<file path="src/rtl/seven_seg_scan_decoder.sv">
// Recovers digit codes and binary value from an active-low multiplexed 7-segment scan bus.
// Pulse 6 cycles after the frame-completing capture; no backpressure, the scan bus is sampled continuously.
module seven_seg_scan_decoder #(
    parameter int SETTLE_CYCLES  = 4,
    parameter int TIMEOUT_CYCLES = 524288
) (
    input  logic        clk,
    input  logic        reset,
    input  logic [6:0]  seg,
    input  logic [3:0]  an,
    output logic [15:0] digits,
    output logic [15:0] game_time,
    output logic        frame_valid,
    output logic        frame_err,
    output logic        stale
);

    localparam int IW = $clog2(TIMEOUT_CYCLES + 1);

    typedef enum logic [1:0] {COLLECT, CONVERT, PUBLISH} state_t;

    logic [6:0]    seg_q;
    logic [3:0]    an_q, an_prev_q;
    logic [7:0]    dwell_q, dwell_d;
    logic [15:0]   slots_q, slots_d;
    logic [3:0]    seen_q, seen_d;
    logic [IW-1:0] idle_q, idle_d;
    logic          stale_q, stale_d;

    state_t        state_q;
    logic [15:0]   conv_q, acc_q, acc_next;
    logic [1:0]    step_q;
    logic [15:0]   digits_q, game_time_q;
    logic          frame_valid_q, frame_err_q;

    logic          an_valid, stable, capture, snapshot, timeout, has_err;
    logic [1:0]    an_idx;
    logic [3:0]    code, cur_digit, cur_val;

    function automatic logic [3:0] decode(input logic [6:0] s);
        case (s)
            7'b0000001: decode = 4'd0;
            7'b1001111: decode = 4'd1;
            7'b0010010: decode = 4'd2;
            7'b0000110: decode = 4'd3;
            7'b1001100: decode = 4'd4;
            7'b0100100: decode = 4'd5;
            7'b0100000: decode = 4'd6;
            7'b0001111: decode = 4'd7;
            7'b0000000: decode = 4'd8;
            7'b0000100: decode = 4'd9;
            7'b1111111: decode = 4'd10;
            default:    decode = 4'd15;
        endcase
    endfunction

    always_comb begin
        an_valid = 1'b1;
        an_idx   = 2'd0;
        case (an_q)
            4'b1110: an_idx = 2'd0;
            4'b1101: an_idx = 2'd1;
            4'b1011: an_idx = 2'd2;
            4'b0111: an_idx = 2'd3;
            default: an_valid = 1'b0;
        endcase
    end

    assign code     = decode(seg_q);
    assign stable   = an_valid && (an_q == an_prev_q);
    assign capture  = stable && (dwell_q == 8'(SETTLE_CYCLES - 1));
    assign snapshot = (state_q == COLLECT) && (seen_q == 4'hF);
    assign timeout  = !capture && (idle_q == IW'(TIMEOUT_CYCLES - 1));

    always_comb begin
        dwell_d = 8'd0;
        if (stable)
            dwell_d = (dwell_q == 8'(SETTLE_CYCLES)) ? dwell_q : dwell_q + 8'd1;

        slots_d = slots_q;
        seen_d  = seen_q;
        if (snapshot || timeout)
            seen_d = 4'h0;
        // A capture landing on the snapshot cycle belongs to the next frame.
        if (capture) begin
            slots_d[{an_idx, 2'b00} +: 4] = code;
            seen_d[an_idx]                = 1'b1;
        end

        idle_d  = idle_q;
        stale_d = stale_q;
        if (capture) begin
            idle_d  = '0;
            stale_d = 1'b0;
        end else begin
            if (idle_q != IW'(TIMEOUT_CYCLES))
                idle_d = idle_q + IW'(1);
            if (timeout)
                stale_d = 1'b1;
        end
    end

    always_ff @(posedge clk or negedge reset) begin
        if (!reset) begin
            seg_q     <= '0;
            an_q      <= '0;
            an_prev_q <= '0;
            dwell_q   <= '0;
            slots_q   <= '0;
            seen_q    <= '0;
            idle_q    <= '0;
            stale_q   <= 1'b0;
        end else begin
            seg_q     <= seg;
            an_q      <= an;
            an_prev_q <= an_q;
            dwell_q   <= dwell_d;
            slots_q   <= slots_d;
            seen_q    <= seen_d;
            idle_q    <= idle_d;
            stale_q   <= stale_d;
        end
    end

    // Thousands first: step 0 selects nibble 3, i.e. the inverted step index.
    assign cur_digit = conv_q[{~step_q, 2'b00} +: 4];
    assign cur_val   = (cur_digit == 4'd10) ? 4'd0 : cur_digit;
    assign acc_next  = (acc_q << 3) + (acc_q << 1) + {12'd0, cur_val};
    assign has_err   = (conv_q[15:12] == 4'hF) || (conv_q[11:8] == 4'hF) ||
                       (conv_q[7:4]   == 4'hF) || (conv_q[3:0]  == 4'hF);

    always_ff @(posedge clk or negedge reset) begin
        if (!reset) begin
            state_q       <= COLLECT;
            conv_q        <= '0;
            acc_q         <= '0;
            step_q        <= '0;
            digits_q      <= '0;
            game_time_q   <= '0;
            frame_valid_q <= 1'b0;
            frame_err_q   <= 1'b0;
        end else begin
            frame_valid_q <= 1'b0;
            frame_err_q   <= 1'b0;
            case (state_q)
                COLLECT: begin
                    if (snapshot) begin
                        conv_q  <= slots_q;
                        acc_q   <= '0;
                        step_q  <= '0;
                        state_q <= CONVERT;
                    end
                end
                CONVERT: begin
                    acc_q  <= acc_next;
                    step_q <= step_q + 2'd1;
                    // Outputs load on the last step so the pulse coincides with PUBLISH.
                    if (step_q == 2'd3) begin
                        state_q <= PUBLISH;
                        if (!has_err) begin
                            digits_q      <= conv_q;
                            game_time_q   <= acc_next;
                            frame_valid_q <= 1'b1;
                        end else begin
                            frame_err_q   <= 1'b1;
                        end
                    end
                end
                PUBLISH: state_q <= COLLECT;
                default: state_q <= COLLECT;
            endcase
        end
    end

    assign digits      = digits_q;
    assign game_time   = game_time_q;
    assign frame_valid = frame_valid_q;
    assign frame_err   = frame_err_q;
    assign stale       = stale_q;

endmodule

</file>
<file path="config.mk">
export PLATFORM = sky130hd
export DESIGN_NAME = seven_seg_scan_decoder
export DESIGN_NICKNAME = d
export VERILOG_FILES = /design/src/rtl/seven_seg_scan_decoder.sv
export SDC_FILE = /design/constraint.sdc
export NUM_CORES = 1
export LEC_CHECK = 0
export ABC_AREA = 1
export BUFFER_PORTS_ARGS = -buffer_cell sky130_fd_sc_hd__clkbuf_2
export CORE_AREA = 3 3 179 94
export DETAILED_ROUTE_END_ITERATION = 7
export DIE_AREA = 0 0 182 97
export GPL_TIMING_DRIVEN = 1
export SYNTH_ARGS = -nofsm -noshare
export SYNTH_HDL_FRONTEND = slang
export SYNTH_SLANG_ARGS = --single-unit
</file>
<file path="constraint.sdc">
create_clock -name clk -period 4.47 [get_ports clk]
set_input_delay 0 -clock clk [delete_from_list [all_inputs] [get_ports clk]]
set_output_delay 0 -clock clk [all_outputs]
set_load 0.005 [all_outputs]
</file>
==> key figures, run 1 <==
CTS
  – H-Tree Depth: 4
  – Clk sink count: 133
  – Worst skew pair latency: 420 ps
  – Total CTS buffers: 17
  – Post_cts resized: 0
  – Clock Tree Buf Depth: 2
  – Clk root buf: clkbuf_16
  – Clock Pin Slew Worst Setup and Hold Paths: 60 ps
  – TritonCTS clock tree: done

Floorplan
  – DIE AREA: 17700 sq um
  – Initial Utilization: 0.450
  – Die Wd: 182 um
  – Core Region: 15300 sq um
  – Die height: 97 um
  – Io pins: 48
  – Std-Cell Rows: 32

Setup path
  – Critical register-to-register path startpoint: step_q[0]
  – Crit path max fanout: 19
  – Startpoint types: flip-flop
  – Crit path arrival time: 3720 ps
  – Required @ worst endpoint: 4780 ps
  – Setup crit end kind: flip-flop
  – Crit. Startpoint: step_q[0]
  – CP Class: reg2reg

STA
  – Setup TNS: 0 ps
  – Max Slew Vio Count: 0
  – RSZ-0062 raised after global routing: no
  – Final hold violations: 0
  – Setup violations, final: 0
  – Worst Tran Pin Value: 1030 ps
  – Max_slew headroom: 0.314
  – Max Clk Rate: 0.293 GHz
  – Min Tclk post-route: 3420 ps
  – Setup Skew: 13.4 ps
  – Part of the cycle the worst path needs: 0.764

Synthesis
  – Leading area contributor after synthesis: dfrtp_1
  – Main synth FF type: dfrtp_1
  – Post-synth top cells: 214 x nand2_1, 133 x dfrtp_1, 108 x inv_1
  – Number of synthesized flops with an enable pin: 0
  – Netlist cell types: 42
  – Post-synth ARST share: 1.00
  – Synth Warn #: 0
  – Synth Instances: 836
  – Ranking of synthesized cells by area: dfrtp_1 48%, nand2_1 12%, ha_1 6.9%
  – Post-Synthesis Net Count: 889
  – Post-synthesis average cell area: 8.24 sq um
  – Most numerous cell in the Yosys netlist: nand2_1
  – Syn Std Cell Area: 6890 sq um
  – Sequential share of the synthesized area: 0.483
  – Yosys top cell area share: 0.483
  – #FFs+latches synth: 133

Global route
  – Vias in the first global route: 5519
  – First-pass GRT wire length: 25800 um
  – Grt ovf: 0
  – GRT Total Usage: 0.178
  – Pin count of the biggest net entering global routing: 107
  – Initial antenna violation count: 0

Final layout
  – Util after Layout: 0.528
  – Post-Layout Cell Count: 1117
  – Final nets: 954
  – Inserted Diodes: 0
  – Area delta synth->final: 17.3%
  – Share of layout cells above drive strength 1: 0.116

Hold path
  – Worst min path class: in2reg
  – Hold Path Origin: seg[5]

Detailed routing
  – # DRC: 0
  – Pre-antenna DRT Iters: 4
  – Routed wire length per instance: 13.2 um
  – DRT iter0 DRCs: 258
  – DRT antenna net count: 0
  – Final wirelength: 14800 um
  – Vias per cell: 5.01
  – Total number of vias: 5598

Place
  – Post-detail-place hpwl: 10500 um
  – Cells after DPL: 1074
  – IO buf count: 47
  – GP Congestion: 0.888

Status
  – Outcome: complete, no violations

Power and ir drop
  – Power density cells: 349 nW/um^2
  – Leak: 0.00432 uW
  – Max VDD drop: 0.257 mV

Flow run
  – MaxCap Viol Count: 0
[cells in the final DEF (no fill, tap or decap), types with 6 or more instances in the layout]
cell type      synthesis  layout
ha_1                  38      38
inv_1                108     108
clkbuf_2               0      46
xnor2_1                6       6
o21ai_0               58      58
clkbuf_16              0      17
dlygate4sd3_1          0      12
nand3_1               55      55
a21oi_1               40      40
dfrtp_1              133     133
nor3_1                12      12
xor2_1                 6       6
nor4_1                 7       7
nor2_2                 8       8
nor2_1                70      70
nand4_1               20      20
nand2_1              214     214
[sequential cells by signal (all words and copies together) (netlist names), 2 cells and up]
signal / flops
acc_q: 15
an_prev_q: 4
an_q: 4
conv_q: 16
digits: 16
dwell_q: 8
game_time: 16
idle_q: 20
seen_q: 4
seg_q: 7
slots_q: 16
state_q: 2
step_q: 2
[per-layer routing]
metal | vias up | share of wire | global-route usage
met5 | - | 0 | 0
li1 | 2850 | - | -
met4 | 0 | 0.015 | 0.0591
met3 | 22 | 0.034 | 0.0372
met2 | 95 | 0.47 | 0.298
met1 | 2631 | 0.48 | 0.231
[per-stage QoR]
stage | total power [uW] | worst slack, ps | cell area (sq um) | hold WS [ps]
final | 2820 | 1050 | 8080 | 218
after global routing | 2920 | 784 | 8080 | 218
after CTS | 2840 | 1060 | 8080 | 207
after detailed placement | 1310 | 1050 | 7320 | 110
after global placement | 1310 | 1160 | 7320 | 108
after floorplan | 1270 | 1290 | 6890 | -296
[path summary, 6_finish.rpt]
path                                endpoint  depth (start not counted)  slack, ps
worst max-delay path            game_time[8]                         13       1050
worst min-delay path                seg_q[5]                          2        220
worst max register to register  game_time[8]                         13       1050
worst min register to register  an_prev_q[2]                          0        450
max in group asynchronous         slots_q[0]                          3       3250
min in group asynchronous       game_time[9]                          2        260
[repair_timing]
action / in CTS / in global routing
hold buffers: 12 / 0
setup endpoints to repair: 0 / 0
hold endpoints to repair: 116 / 0
buffers inserted: 0 / 0
[cell type report]
cell class / count / area (sq um)
Multi-Input combinational cell: 574 / 3050
Tap cell: 204 / 255
Clock buffer: 20 / 467
Inverter: 114 / 433
Sequential cell: 133 / 3330
Timing Repair Buffer: 61 / 377
Clock inverter: 11 / 174
Fill cell: 1451 / 7220
[report_power, final]
part | switching (uW) | total [uW] | internal (uW)
Combinational | 53.7 | 77.2 | 23.5
Clock | 542 | 1520 | 978
Sequential | 7.50 | 1220 | 1210
Total | 603 | 2820 | 2210
[worst max-delay path, stage by stage, from the launching register on]
cell      delay [ps]
dfrtp_1          540
o21ai_0          250
a21oi_1           70
a21oi_1          210
nor3_1            80
or2_2            290
fa_1             480
fa_1             460
nand3b_1         200
nand2_1          130
a21boi_0         160
or2_2            310
nand3_1           90
nand2_1           50
[cells by family after synthesis]
kind of cell | after synthesis | share of synthesized area
XOR/XNOR | 12 | 0.0153
buffers and inverters | 129 | 0.0748
adder cells (fa/ha/maj) | 40 | 0.0748
AND/OR/NAND/NOR | 402 | 0.258
flip-flops | 133 | 0.483
AO/OA/AOI/OAI | 120 | 0.0935
Power figures use the tool's default switching activity.
==> run 2: changes to the inputs <==
==> constraint.sdc (replaced) <==
create_clock -name clk -period 3.5 [get_ports clk]
set_input_delay 0 -clock clk [delete_from_list [all_inputs] [get_ports clk]]
set_output_delay 0 -clock clk [all_outputs]
set_load 0.005 [all_outputs]
==> key figures, run 2 (synthesis gave the netlist of run 1 again) <==
STA
  – Max Slew Vio Count: 0
  – Min Tclk post-route: 3250 ps
  – Part of the cycle the worst path needs: 0.930
  – Final hold violations: 0
  – RSZ-0062 raised after global routing: no
  – Setup Skew: 13.1 ps
  – Max Clk Rate: 0.307 GHz
  – Setup TNS: 0 ps
  – Setup ws final: 246 ps
  – Setup violations, final: 0
  – Max_slew headroom: 0.415
  – Worst Tran Pin Value: 875 ps

Floorplan
  – Initial Utilization: 0.450
  – DIE AREA: 17700 sq um
  – Die Wd: 182 um
  – Std-Cell Rows: 32
  – Die height: 97 um
  – Core Region: 15300 sq um
  – Io pins: 48

CTS
  – Worst skew pair latency: 430 ps
  – H-Tree Depth: 4
  – Clock Tree Buf Depth: 2
  – Clk root buf: clkbuf_16
  – TritonCTS clock tree: done
  – Clk sink count: 133
  – Clock Pin Slew Worst Setup and Hold Paths: 60 ps
  – Total CTS buffers: 17

Detailed routing
  – Vias per cell: 4.98
  – DRT met1 WL: 7250 um
  – Final wirelength: 15200 um
  – Metal3 WL: 522 um
  – Met2 Wirelength: 7220 um
  – DRT iter0 DRCs: 348
  – Total number of vias: 5585
  – # DRC: 0
  – DRT antenna net count: 0
  – Pre-antenna DRT Iters: 5
  – Top Metal Used: met4
  – Routed wire length per instance: 13.5 um

Setup path
  – CP Class: reg2reg
  – Crit-path max cell delay: 490 ps
  – Critical-path cell list: buf_2 -> o21ai_0 -> nand2_1 -> nand2_1 -> nor3_2 -> or2_2 -> fa_1 -> fa_2 -> nand3b_1 -> nand2_1 -> a21boi_1 -> or2_2 -> nand3_1 -> nand2_1
  – Critical Path Slowest Stage Cell: fa_1
  – Setup crit end kind: flip-flop
  – Crit path arrival time: 3570 ps
  – Most used cell, CP: nand2_1
  – Required @ worst endpoint: 3820 ps
  – Crit path max fanout: 9
  – Startpoint types: flip-flop
  – Buf/Inv on CP: 1
  – CP delay by family, top: simple AND/OR/NAND/NOR gates

Hold path
  – Worst min path class: in2async

Power and ir drop
  – Total Power: 3550 uW
  – Combinational share of power: 0.028
  – Leak: 0.00434 uW
  – Clock power share: 0.533
  – Max VDD drop: 0.315 mV
  – Power density cells: 438 nW/um^2
  – Seq pwr share: 0.439
  – Sw Pwr: 831 uW
  – Cell-internal power: 2720 uW
  – Switching power share of the total: 0.234

Place
  – GP Congestion: 0.902
  – Placement Cell Area: 7330 sq um
  – IO buf count: 47
  – Worst slack, placed: 121 ps
  – Post-detail-place hpwl: 10500 um
  – Cells after DPL: 1076

Global route
  – GRT Total Usage: 0.182
  – First-pass GRT wire length: 26400 um
  – Grt ovf: 0
  – Initial antenna violation count: 0
  – Vias in the first global route: 5525
  – Pin count of the biggest net entering global routing: 91

Flow run
  – MaxCap Viol Count: 0

Final layout
  – Biggest register: idle_q
  – Fill cells: 1436
  – Inserted Diodes: 0
  – Final nets: 958
  – Share of layout cells above drive strength 1: 0.126
  – Commonest non-fill, non-tap cells in the layout: 214 x nand2_1, 132 x dfrtp_1, 108 x inv_1, 70 x nor2_1, 58 x o21ai_0
  – Post-Layout Cell Count: 1122
  – Area delta synth->final: 17.5%
  – Post-route cell area: 8100 sq um
  – Commonest non-fill, non-tap cell in the layout: nand2_1
  – Number of flip-flops in the largest register: 20

Status
  – Outcome: complete, no violations
## run 2: cell count changes in the layout (fill, tap and decap cells not counted), sizes merged
cell      change
buf           +3
bufinv        -1
clkbuf        -2
clkinv        +1
clkinvlp      -2
inv           +6
## run 2: path summary, 6_finish.rpt
check / startpoint / endpoint / slack [ps] / cells after the start
min: reset / acc_q[13] / 210 / 2
max: step_q[0] / game_time[8] / 250 / 14
min reg2reg: an_q[2] / an_prev_q[2] / 450 / 0
min in group clk: seg[6] / seg_q[6] / 220 / 2
max in group asynchronous: reset / idle_q[0] / 2450 / 3
max reg2reg: step_q[0] / game_time[8] / 250 / 14
## run 2: repair_timing
action	in CTS	in global routing
setup endpoints to repair	0	10
endpoints found under the hold margin	99	0
hold buffers	12	0
gates resized for setup	0	6
setup buffers	0	2
## run 2: routing by layer
layer  global-route usage  vias up
li1                     -     2853
met1                0.237     2627
met2                0.298       84
met3               0.0481       21
met4               0.0532        0
met5                    0        -
## run 2: final cells by class
cell class / count / area (sq um) / area share
sequential: 133 / 3330 / 0.411
multi-input combinational: 574 / 3060 / 0.378
inverter: 114 / 433 / 0.0535
clock buffer: 17 / 425 / 0.0525
timing repair buffer: 65 / 402 / 0.0496
tap: 204 / 255 / 0.0315
clock inverter: 15 / 191 / 0.0236
## run 2: power by group through the flow
stage                     sequential, uW  clock, uW  combinational, uW
after CTS                           1560       1930                102
after floorplan                     1580          0               41.8
final                               1560       1890               99.5
after global placement              1580          0               90.2
after detailed placement            1590          0               91.6
after global routing                1560       2000                116
## run 2: metrics by stage
stage / hold WS, ps / utilization
6_report: 210 / 0.529
3_5_place_dp: 110 / 0.479
3_3_place_gp: 108 / 0.479
2_1_floorplan: -296 / -
4_1_cts: 199 / 0.528
5_1_grt: 213 / 0.529
